<file path="src/rtl/sdram_memtest.sv">
`timescale 1ns/1ps
// Built-in SDRAM test sequencer: writes {8'hA5, addr} over a window, reads it back and
// compares, then repeats with the inverted pattern. Controller strobes come from CLOCK_50.
module sdram_memtest #(
  parameter logic [23:0] START_ADDR = 24'h000000,
  parameter logic [23:0] END_ADDR   = 24'h0003FF,
  parameter int          TIMEOUT    = 1023
) (
  input  logic        CLOCK_100_del_3ns,
  input  logic        rst,
  input  logic        start,
  output logic        busy,
  output logic        done,
  output logic        fail,
  output logic        timeout_err,
  output logic [15:0] error_count,
  output logic [23:0] first_err_addr,
  output logic [31:0] first_err_data,
  output logic [23:0] address,
  output logic [31:0] data_in,
  output logic        req_write,
  output logic        req_read,
  input  logic [31:0] data_out,
  input  logic        data_valid,
  input  logic        write_complete
);

  typedef enum logic [2:0] {IDLE, WR_REQ, WR_WAIT, RD_REQ, RD_WAIT, CHECK, DONE} state_t;

  localparam int             CW       = (TIMEOUT > 1) ? $clog2(TIMEOUT) : 1;
  localparam logic [CW-1:0]  CNT_LAST = CW'(TIMEOUT - 1);

  state_t        state_q, state_d;
  logic [23:0]   addr_q, addr_d;
  logic          pass_q, pass_d;
  logic [CW-1:0] cnt_q, cnt_d;
  logic [31:0]   rd_data_q, rd_data_d;
  logic [15:0]   err_q, err_d;
  logic [23:0]   fa_q, fa_d;
  logic [31:0]   fd_q, fd_d;
  logic          tout_q, tout_d;
  logic [31:0]   data_in_q;
  logic [2:0]    wc_sync, dv_sync;
  logic          wc_rise, dv_rise;
  logic          last_addr;

  function automatic logic [31:0] pattern(input logic [23:0] a, input logic p);
    pattern = p ? ~{8'hA5, a} : {8'hA5, a};
  endfunction

  // Two flops resynchronise each strobe; the third flop turns it into a one-cycle
  // rising-edge pulse so a strobe held over several fast cycles counts once.
  always_ff @(posedge CLOCK_100_del_3ns) begin
    if (rst) begin
      wc_sync <= '0;
      dv_sync <= '0;
      wc_rise <= 1'b0;
      dv_rise <= 1'b0;
    end else begin
      // NOTE: non-blocking assignments make every flop sample pre-edge values, so the
      // shift chain order and the edge detect below do not depend on statement order.
      wc_sync <= {wc_sync[1:0], write_complete};
      dv_sync <= {dv_sync[1:0], data_valid};
      wc_rise <= wc_sync[1] & ~wc_sync[2];
      dv_rise <= dv_sync[1] & ~dv_sync[2];
    end
  end

  assign last_addr = (addr_q == END_ADDR);

  always_comb begin
    // NOTE: every variable gets a default before the case, so no path leaves one
    // unassigned and no latch is inferred.
    state_d   = state_q;
    addr_d    = addr_q;
    pass_d    = pass_q;
    cnt_d     = cnt_q;
    rd_data_d = rd_data_q;
    err_d     = err_q;
    fa_d      = fa_q;
    fd_d      = fd_q;
    tout_d    = tout_q;
    unique case (state_q)
      IDLE, DONE: begin
        if (start) begin
          err_d   = '0;
          fa_d    = '0;
          fd_d    = '0;
          tout_d  = 1'b0;
          pass_d  = 1'b0;
          addr_d  = START_ADDR;
          state_d = WR_REQ;
        end
      end
      WR_REQ: begin
        cnt_d   = '0;
        state_d = WR_WAIT;
      end
      WR_WAIT: begin
        if (wc_rise) begin
          addr_d  = last_addr ? START_ADDR : addr_q + 24'd1;
          state_d = last_addr ? RD_REQ : WR_REQ;
        end else if (cnt_q == CNT_LAST) begin
          tout_d  = 1'b1;
          state_d = DONE;
        end else begin
          cnt_d = cnt_q + 1'b1;
        end
      end
      RD_REQ: begin
        cnt_d   = '0;
        state_d = RD_WAIT;
      end
      RD_WAIT: begin
        if (dv_rise) begin
          rd_data_d = data_out;
          state_d   = CHECK;
        end else if (cnt_q == CNT_LAST) begin
          tout_d  = 1'b1;
          state_d = DONE;
        end else begin
          cnt_d = cnt_q + 1'b1;
        end
      end
      CHECK: begin
        if (rd_data_q != pattern(addr_q, pass_q)) begin
          if (err_q != 16'hFFFF) err_d = err_q + 16'd1;
          if (err_q == 16'd0) begin
            fa_d = addr_q;
            fd_d = rd_data_q;
          end
        end
        if (last_addr && pass_q) begin
          state_d = DONE;
        end else if (last_addr) begin
          pass_d  = 1'b1;
          addr_d  = START_ADDR;
          state_d = WR_REQ;
        end else begin
          addr_d  = addr_q + 24'd1;
          state_d = RD_REQ;
        end
      end
      default: state_d = IDLE;
    endcase
  end

  always_ff @(posedge CLOCK_100_del_3ns) begin
    if (rst) begin
      state_q   <= IDLE;
      addr_q    <= '0;
      pass_q    <= 1'b0;
      cnt_q     <= '0;
      rd_data_q <= '0;
      err_q     <= '0;
      fa_q      <= '0;
      fd_q      <= '0;
      tout_q    <= 1'b0;
      data_in_q <= '0;
    end else begin
      state_q   <= state_d;
      addr_q    <= addr_d;
      pass_q    <= pass_d;
      cnt_q     <= cnt_d;
      rd_data_q <= rd_data_d;
      err_q     <= err_d;
      fa_q      <= fa_d;
      fd_q      <= fd_d;
      tout_q    <= tout_d;
      // Write data only moves when a new request is set up, so it stays stable
      // through the whole WAIT state that follows.
      if (state_d == WR_REQ || state_d == RD_REQ) data_in_q <= pattern(addr_d, pass_d);
    end
  end

  assign busy           = (state_q != IDLE) && (state_q != DONE);
  assign done           = (state_q == DONE);
  assign fail           = done && ((err_q != 16'd0) || tout_q);
  assign timeout_err    = tout_q;
  assign error_count    = err_q;
  assign first_err_addr = fa_q;
  assign first_err_data = fd_q;
  assign address        = addr_q;
  assign data_in        = data_in_q;
  assign req_write      = (state_q == WR_REQ);
  assign req_read       = (state_q == RD_REQ);

endmodule

</file>
<file path="config.mk">
export PLATFORM = sky130hd
export DESIGN_NAME = sdram_memtest
export DESIGN_NICKNAME = d
export VERILOG_FILES = /design/src/rtl/sdram_memtest.sv
export SDC_FILE = /design/constraint.sdc
export NUM_CORES = 1
export LEC_CHECK = 0
export CAP_MARGIN = 0
export CORE_MARGIN = 8
export CORE_UTILIZATION = 48
export CTS_BUF_LIST = sky130_fd_sc_hd__clkbuf_2 sky130_fd_sc_hd__clkbuf_4 sky130_fd_sc_hd__clkbuf_8
export DETAILED_ROUTE_END_ITERATION = 16
export PLACE_DENSITY = 0.79
export SYNTH_ARGS = -nofsm -noshare
export SYNTH_HDL_FRONTEND = slang
export SYNTH_SLANG_ARGS = --single-unit
</file>
<file path="constraint.sdc">
create_clock -name CLOCK_100_del_3ns -period 2.39 [get_ports CLOCK_100_del_3ns]
set_input_delay 0.3585 -clock CLOCK_100_del_3ns [delete_from_list [all_inputs] [get_ports CLOCK_100_del_3ns]]
set_output_delay 0.3585 -clock CLOCK_100_del_3ns [all_outputs]
set_load 0.02 [all_outputs]
</file>
==> out/metrics.cfg, run 1 <==
[status]
status = finished, violations left
violations = setup timing

[synthesis]
synth_mux_area_frac = 0.0122
synth_top_area_cell = dfxtp_1
synth-simple-area-share = 0.225
synth_xor_area_frac = 0.0733
yosysWarnings = 0
yosys.area.top_type_share = 0.426
synth_nets = 1023
synth-adder-area-share = 0.00752
ys.flop_type = dfxtp_1
avgSynthCellArea_um2 = 8.48
synth_seq_area_share = 0.426
synth-seq-cells = 177
synth.area.top_cells = dfxtp_1 (43%), a22o_1 (6.3%), a21oi_1 (5.7%), nand2_1 (5.5%), xnor2_1 (5.3%)
synth_edf_count = 0
synth_cells = 981
synth_top_family_by_area = simple AND/OR/NAND/NOR gates
synth-compound-area-share = 0.192
syn-cell-area_um2 = 8310
yosysUniqueCellTypes = 62
async_flop_share = 0

[drt]
drtAntennaViolNets = 0
drcViolationCount = 0
drt-total-wl_um = 28600
first_pass_iters = 5
avgViaCountPerCell = 5.75
num_vias = 8488
wl_per_cell_um = 19.4
drt_iter0_markers = 716

[final_layout]
final_cell_mix = clkdlybuf4s50_1 (165), dfxtp_1 (159), buf_4 (124)
synthToLayoutAreaGrowth_pct = 45.0
insertedDiodeCount = 0
layout-drive-gt1-share = 0.206
post-route-util = 0.704
layout_commonest_cell = clkdlybuf4s50_1
nets = 1279
n_fill_cell = 1311

[clocking]
holdBufCountCts = 0
clk_path_buf_depth = 2
htreeDepth = 4
cts-root-buf = clkbuf_8
cts_buffers = 17
path_clk_slew_ns = 0.10
cts.sinks = 177
cts_tree = done
insertion_delay_ns = 0.48

[pwr]
p_sw_w = 0.00150
clock_power_share = 0.394
swShare = 0.249
power_per_cell_area_nw_per_um2 = 498
share_comb_of_total_power = 0.108
seqPwrFrac = 0.499
vdd_drop_max_uv = 365
p_int_w = 0.00451
leakage_nw = 4.54

[critical_path]
cp.arrival_ns = 3.06
end_kind = register
crit_type = register to register
crit_fanout = 11
crit_required_ns = 2.82
cp-start-kind = register

[min_path]
min_path_type = input pin to register

[global_routing]
overflow = 0
grt_pass1_wl_um = 42100
grt_usage = 0.239
grt_max_degree = 46
antenna_found_initial = 0
first_global_vias = 7892

[flow_run]
drv_cap = 0

[sta]
tightest_slew_ns = 0.660
rsz0062_at_grt = true
drv_slew = 0
timing.hold.ws_ns = 0.371
final-setup-viol-count = 56
finClkSkew_ns = 0.0127
fin_crit_ns = 2.64
fmax_ghz = 0.379
slew_headroom = 0.560
setup_ws_ns = -0.245
finalHoldViolations = 0
totalNegativeSetupSlack_ns = -11.50
finalCritPeriodShare = 1.10

[floorplanning]
design.die.area_um2 = 21800
die_w_um = 148
die_y_um = 148
num_rows = 48
io_pins = 171
fp.coreArea_um2 = 17100
start_util = 0.486

[placed_design]
gp_congestion = 0.902
dp_hpwl_um = 19300
numPortBuffers = 170

[routing by layer]
metal	vias to the layer above	track usage	part of all wire
li1	3998	-	-
met1	3995	0.299	0.41
met2	423	0.392	0.47
met3	72	0.0501	0.085
met4	0	0.104	0.031
met5	-	0	0
[kinds of logic after synthesis]
group	after synthesis
AOI/OAI and AO/OA	244
buffers and inverters	104
adders and majority gates	5
DFF	177
xor gates and xnor gates	68
and+or+nand+nor	373
muxes	10
[worst max-delay path: stages, from the launching register on]
cell and delay, ns:
dfxtp_2 0.34, buf_12 0.15, buf_8 0.14, xnor2_2 0.15, a22o_1 0.25, nor4_2 0.18, nand4_1 0.18, or4_4 0.49
a21oi_4 0.18, buf_4 0.18, buf_8 0.16, a22o_1 0.17
[through the flow]
stage                     power, W  cell area [µm²]  setup slack, ns  instances
final                      0.00600            12100           -0.245       1475
after global routing       0.00618            12100           -0.341       1475
after CTS                  0.00591            11600           -0.185       1452
after detailed placement   0.00358            10900           -0.399       1414
after global placement     0.00357            10900           -0.316       1414
after floorplan            0.00335             8390          -0.0474        981
[cells in the mapped netlist, drive strengths merged (2+ instances only)]
library cell,count
a211oi,13
a21o,2
a21oi,96
a22o,60
a22oi,4
a31oi,3
and2,3
and3,14
and4,5
buf,47
clkbuf,44
dfxtp,177
ha,5
inv,13
mux2i,9
nand2,122
nand2b,8
nand3,30
nand3b,9
nand4,18
nor2,74
nor2b,15
nor3,17
nor4,21
nor4b,2
o2111ai,2
o211ai,4
o21a,4
o21ai,35
o22ai,3
o2bb2ai,3
o31a,2
o31ai,7
or2,4
or3,15
or4,12
or4b,2
xnor2,50
xor2,17
[cell type report]
class | count | area (µm²) | share of cell area
clock buffers | 21 | 277 | 0.0229
clock inverters | 11 | 175 | 0.0145
inverters | 13 | 48.8 | 0.00405
multi-input cells | 701 | 4540 | 0.377
flip-flops and latches | 177 | 3580 | 0.297
well taps | 225 | 282 | 0.0233
repair buffers | 327 | 3150 | 0.262
[flip-flops by register name, indices dropped and copies added (netlist names), 3 cells and up]
| name | cells |
|---|---|
| address | 24 |
| cnt_q | 10 |
| data_in | 26 |
| dv_sync | 3 |
| error_count | 16 |
| first_err_addr | 24 |
| first_err_data | 32 |
| rd_data_q | 32 |
| state_q | 3 |
| wc_sync | 3 |
[power by group through the flow]
| stage | sequential [W] | combinational (W) | clock [W] |
|---|---|---|---|
| floorplan | 0.00308 | 0.000270 | 0 |
| detailed placement | 0.00306 | 0.000519 | 0 |
| global placement | 0.00306 | 0.000512 | 0 |
| finish | 0.00299 | 0.000646 | 0.00236 |
| CTS | 0.00300 | 0.000553 | 0.00237 |
| global route | 0.00300 | 0.000686 | 0.00249 |
[path summary, 6_finish.rpt]
kind | startpoint | endpoint | slack, ns | cells after the start
max | pass_q | first_err_data[23] | -0.25 | 11
min | rst | rd_data_q[2] | 0.37 | 2
max reg2reg | pass_q | first_err_data[23] | -0.25 | 11
min reg2reg | dv_sync[2] | dv_rise | 0.39 | 1
[timing repair]
item / 4_1_cts / 5_1_grt
setup endpoints to repair: 92 / 112
gates resized for setup: 40 / 49
pin swaps: 13 / 20
gates cloned: 2 / 10
setup buffers: 4 / 13
No activity file was read; power rests on OpenSTA's default activity.
==> inputs of run 2 (changes only) <==
CORE_MARGIN = default   (was 8)
GPL_TIMING_DRIVEN = 1   (was default)
==> run 2 against run 1 <==
The flow still finishes with violations (setup timing). Hold slack gained 0.021 ns. Power is 5.8% lower. Sequential share of layout area rose by 0.37 points. Sequential power about the same. Non-clock buffer count fell by 11. Final cell count fell by 1.1%. Combinational power is 10% lower. Critical path depth fell by 1. Maximum frequency decreased by 1.7%. Sequential cell count stayed put. Via count is 0.33% lower. Largest cell class unchanged. Register-to-register slack lost 0.05 ns.
==> out/metrics.cfg, run 2 (synthesized netlist as in run 1, its figures left out) <==
[status]
status = finished, violations left
violations = setup timing

[pwr]
power_per_cell_area_nw_per_um2 = 474
power.total_w = 0.00566
vdd_drop_max_uv = 353
leakage_nw = 4.43

[final_layout]
final_cell_mix = clkdlybuf4s50_1 (164), dfxtp_1 (157), nand2_1 (122), buf_4 (122), a21oi_1 (93)
layout_commonest_cell = clkdlybuf4s50_1
n_fill_cell = 1251
insertedDiodeCount = 0
synthToLayoutAreaGrowth_pct = 43.5
nets = 1268
layout-drive-gt1-share = 0.209

[floorplanning]
io_pins = 171
fp.coreArea_um2 = 16800
die_w_um = 134
num_rows = 47
start_util = 0.496
die_y_um = 134
design.die.area_um2 = 17900

[sta]
finalHoldViolations = 0
final-setup-viol-count = 72
rsz0062_at_grt = true
setup_ws_ns = -0.291
finClkSkew_ns = 0.0155
drv_slew = 0
tightest_slew_ns = 0.667
fin_crit_ns = 2.68
fmax_ghz = 0.373
slew_headroom = 0.555
finalCritPeriodShare = 1.12

[global_routing]
gr-usage-met3 = 0.0548
antenna_found_initial = 0
grt_max_degree = 39
overflow = 0
grt_pass1_wl_um = 39300
grt_usage = 0.277
first_global_vias = 7658
gr-usage-met1 = 0.367
grtUsageMet2 = 0.455
grt_busiest_layer = met2

[placed_design]
gp_congestion = 0.918
dp_hpwl_um = 17800
numPortBuffers = 170
place_ws_ns = -0.369

[clocking]
cts.sinks = 177
cts_buffers = 17
path_clk_slew_ns = 0.10
cts-root-buf = clkbuf_8
insertion_delay_ns = 0.48
htreeDepth = 4
cts_tree = done
clk_path_buf_depth = 2

[drt]
drt-total-wl_um = 26500
avgViaCountPerCell = 5.80
wl_per_cell_um = 18.2
num_vias = 8460
drtAntennaViolNets = 0
first_pass_iters = 6
drt_iter0_markers = 856
drcViolationCount = 0

[min_path]
hp-start = dv_sync[2]
holdPathEnd = dv_rise
min_path_type = register to register
hold_path_depth = 1

[critical_path]
cp-start-kind = register
ff2ff_setup_slack_ns = -0.29
crit_fanout = 5
cp.arrival_ns = 3.10
crit_required_ns = 2.81
end_kind = register
reg2reg_to = first_err_data[10]
rr_worst_depth = 10
rr_startpoint = pass_q
crit_type = register to register

[flow_run]
drv_cap = 0

-- run 2: cell count changes in the layout (fill, tap and decap cells not counted), sizes merged, moves of 2 or more --
cell / delta
buf: -12
bufinv: -3
clkbuf: -2
clkinv: +3
inv: +3
-- run 2: routing by layer --
| layer | up-vias | wire [µm] |
|---|---|---|
| met5 | - | 0 |
| met3 | 59 | 1980 |
| met1 | 4029 | 11300 |
| met2 | 400 | 12600 |
| li1 | 3972 | - |
| met4 | 0 | 626 |
-- run 2: repair_timing --
action,CTS,global route
buffers inserted,1,8
gates cloned,0,11
endpoints found under the setup margin,82,105
hold buffers,0,0
pin swaps,3,40
resized for setup,19,87
-- run 2: where the power goes --
group / switching, W / internal, W
sequential: 0.0000273 / 0.00297
clock: 0.00122 / 0.000858
combinational: 0.000314 / 0.000265
total: 0.00157 / 0.00409
-- run 2: worst max path at each step --
stage	startpoint	endpoint	slack (ns)	depth (start not counted)
after CTS	rd_data_q[31]	first_err_addr[20]	-0.16	7
after floorplan	address[9]	first_err_addr[23]	-0.05	10
after global placement	start	data_in[17]	-0.32	9
after detailed placement	start	data_in[18]	-0.37	9
after global routing	pass_q	first_err_addr[23]	-0.37	9
final	pass_q	first_err_data[10]	-0.29	10
-- run 2: area by class of cell --
| cell class | count | area [µm²] | share of cell area |
|---|---|---|---|
| Clock buffer | 17 | 234 | 0.0196 |
| Multi-Input combinational cell | 701 | 4600 | 0.385 |
| Tap cell | 220 | 275 | 0.0231 |
| Inverter | 13 | 48.8 | 0.00409 |
| Timing Repair Buffer | 316 | 3040 | 0.254 |
| Clock inverter | 15 | 151 | 0.0127 |
| Sequential cell | 177 | 3590 | 0.301 |
-- run 2: worst max-delay path, stage by stage, from the launching register on --
cell and delay [ns]:
dfxtp_4 0.39, clkbuf_16 0.17, xnor2_2 0.17, a22o_1 0.21, nor4_2 0.35, nand4_1 0.19, or4_4 0.49, a21oi_4 0.22
buf_12 0.17, clkbuf_16 0.14, a22o_1 0.13
-- run 2: stage by stage --
stage | utilization | cell area, µm² | hold slack (ns) | TNS, ns | cells
detailed placement | 0.649 | 10900 | 0.380 | -20.89 | 1408
global placement | 0.649 | 10900 | 0.371 | -19.67 | 1408
CTS | 0.678 | 11400 | 0.373 | -8.06 | 1441
floorplan | - | 8390 | 0.367 | -1.87 | 981
global route | 0.712 | 11900 | 0.396 | -22.03 | 1459
finish | 0.712 | 11900 | 0.392 | -15.24 | 1459
==> inputs of run 3 (changes only) <==
ABC_CLOCK_PERIOD_IN_PS = 2390   (was default)
==> results of run 3 <==
Final layout, timing and power as in run 2 (identical DEF).
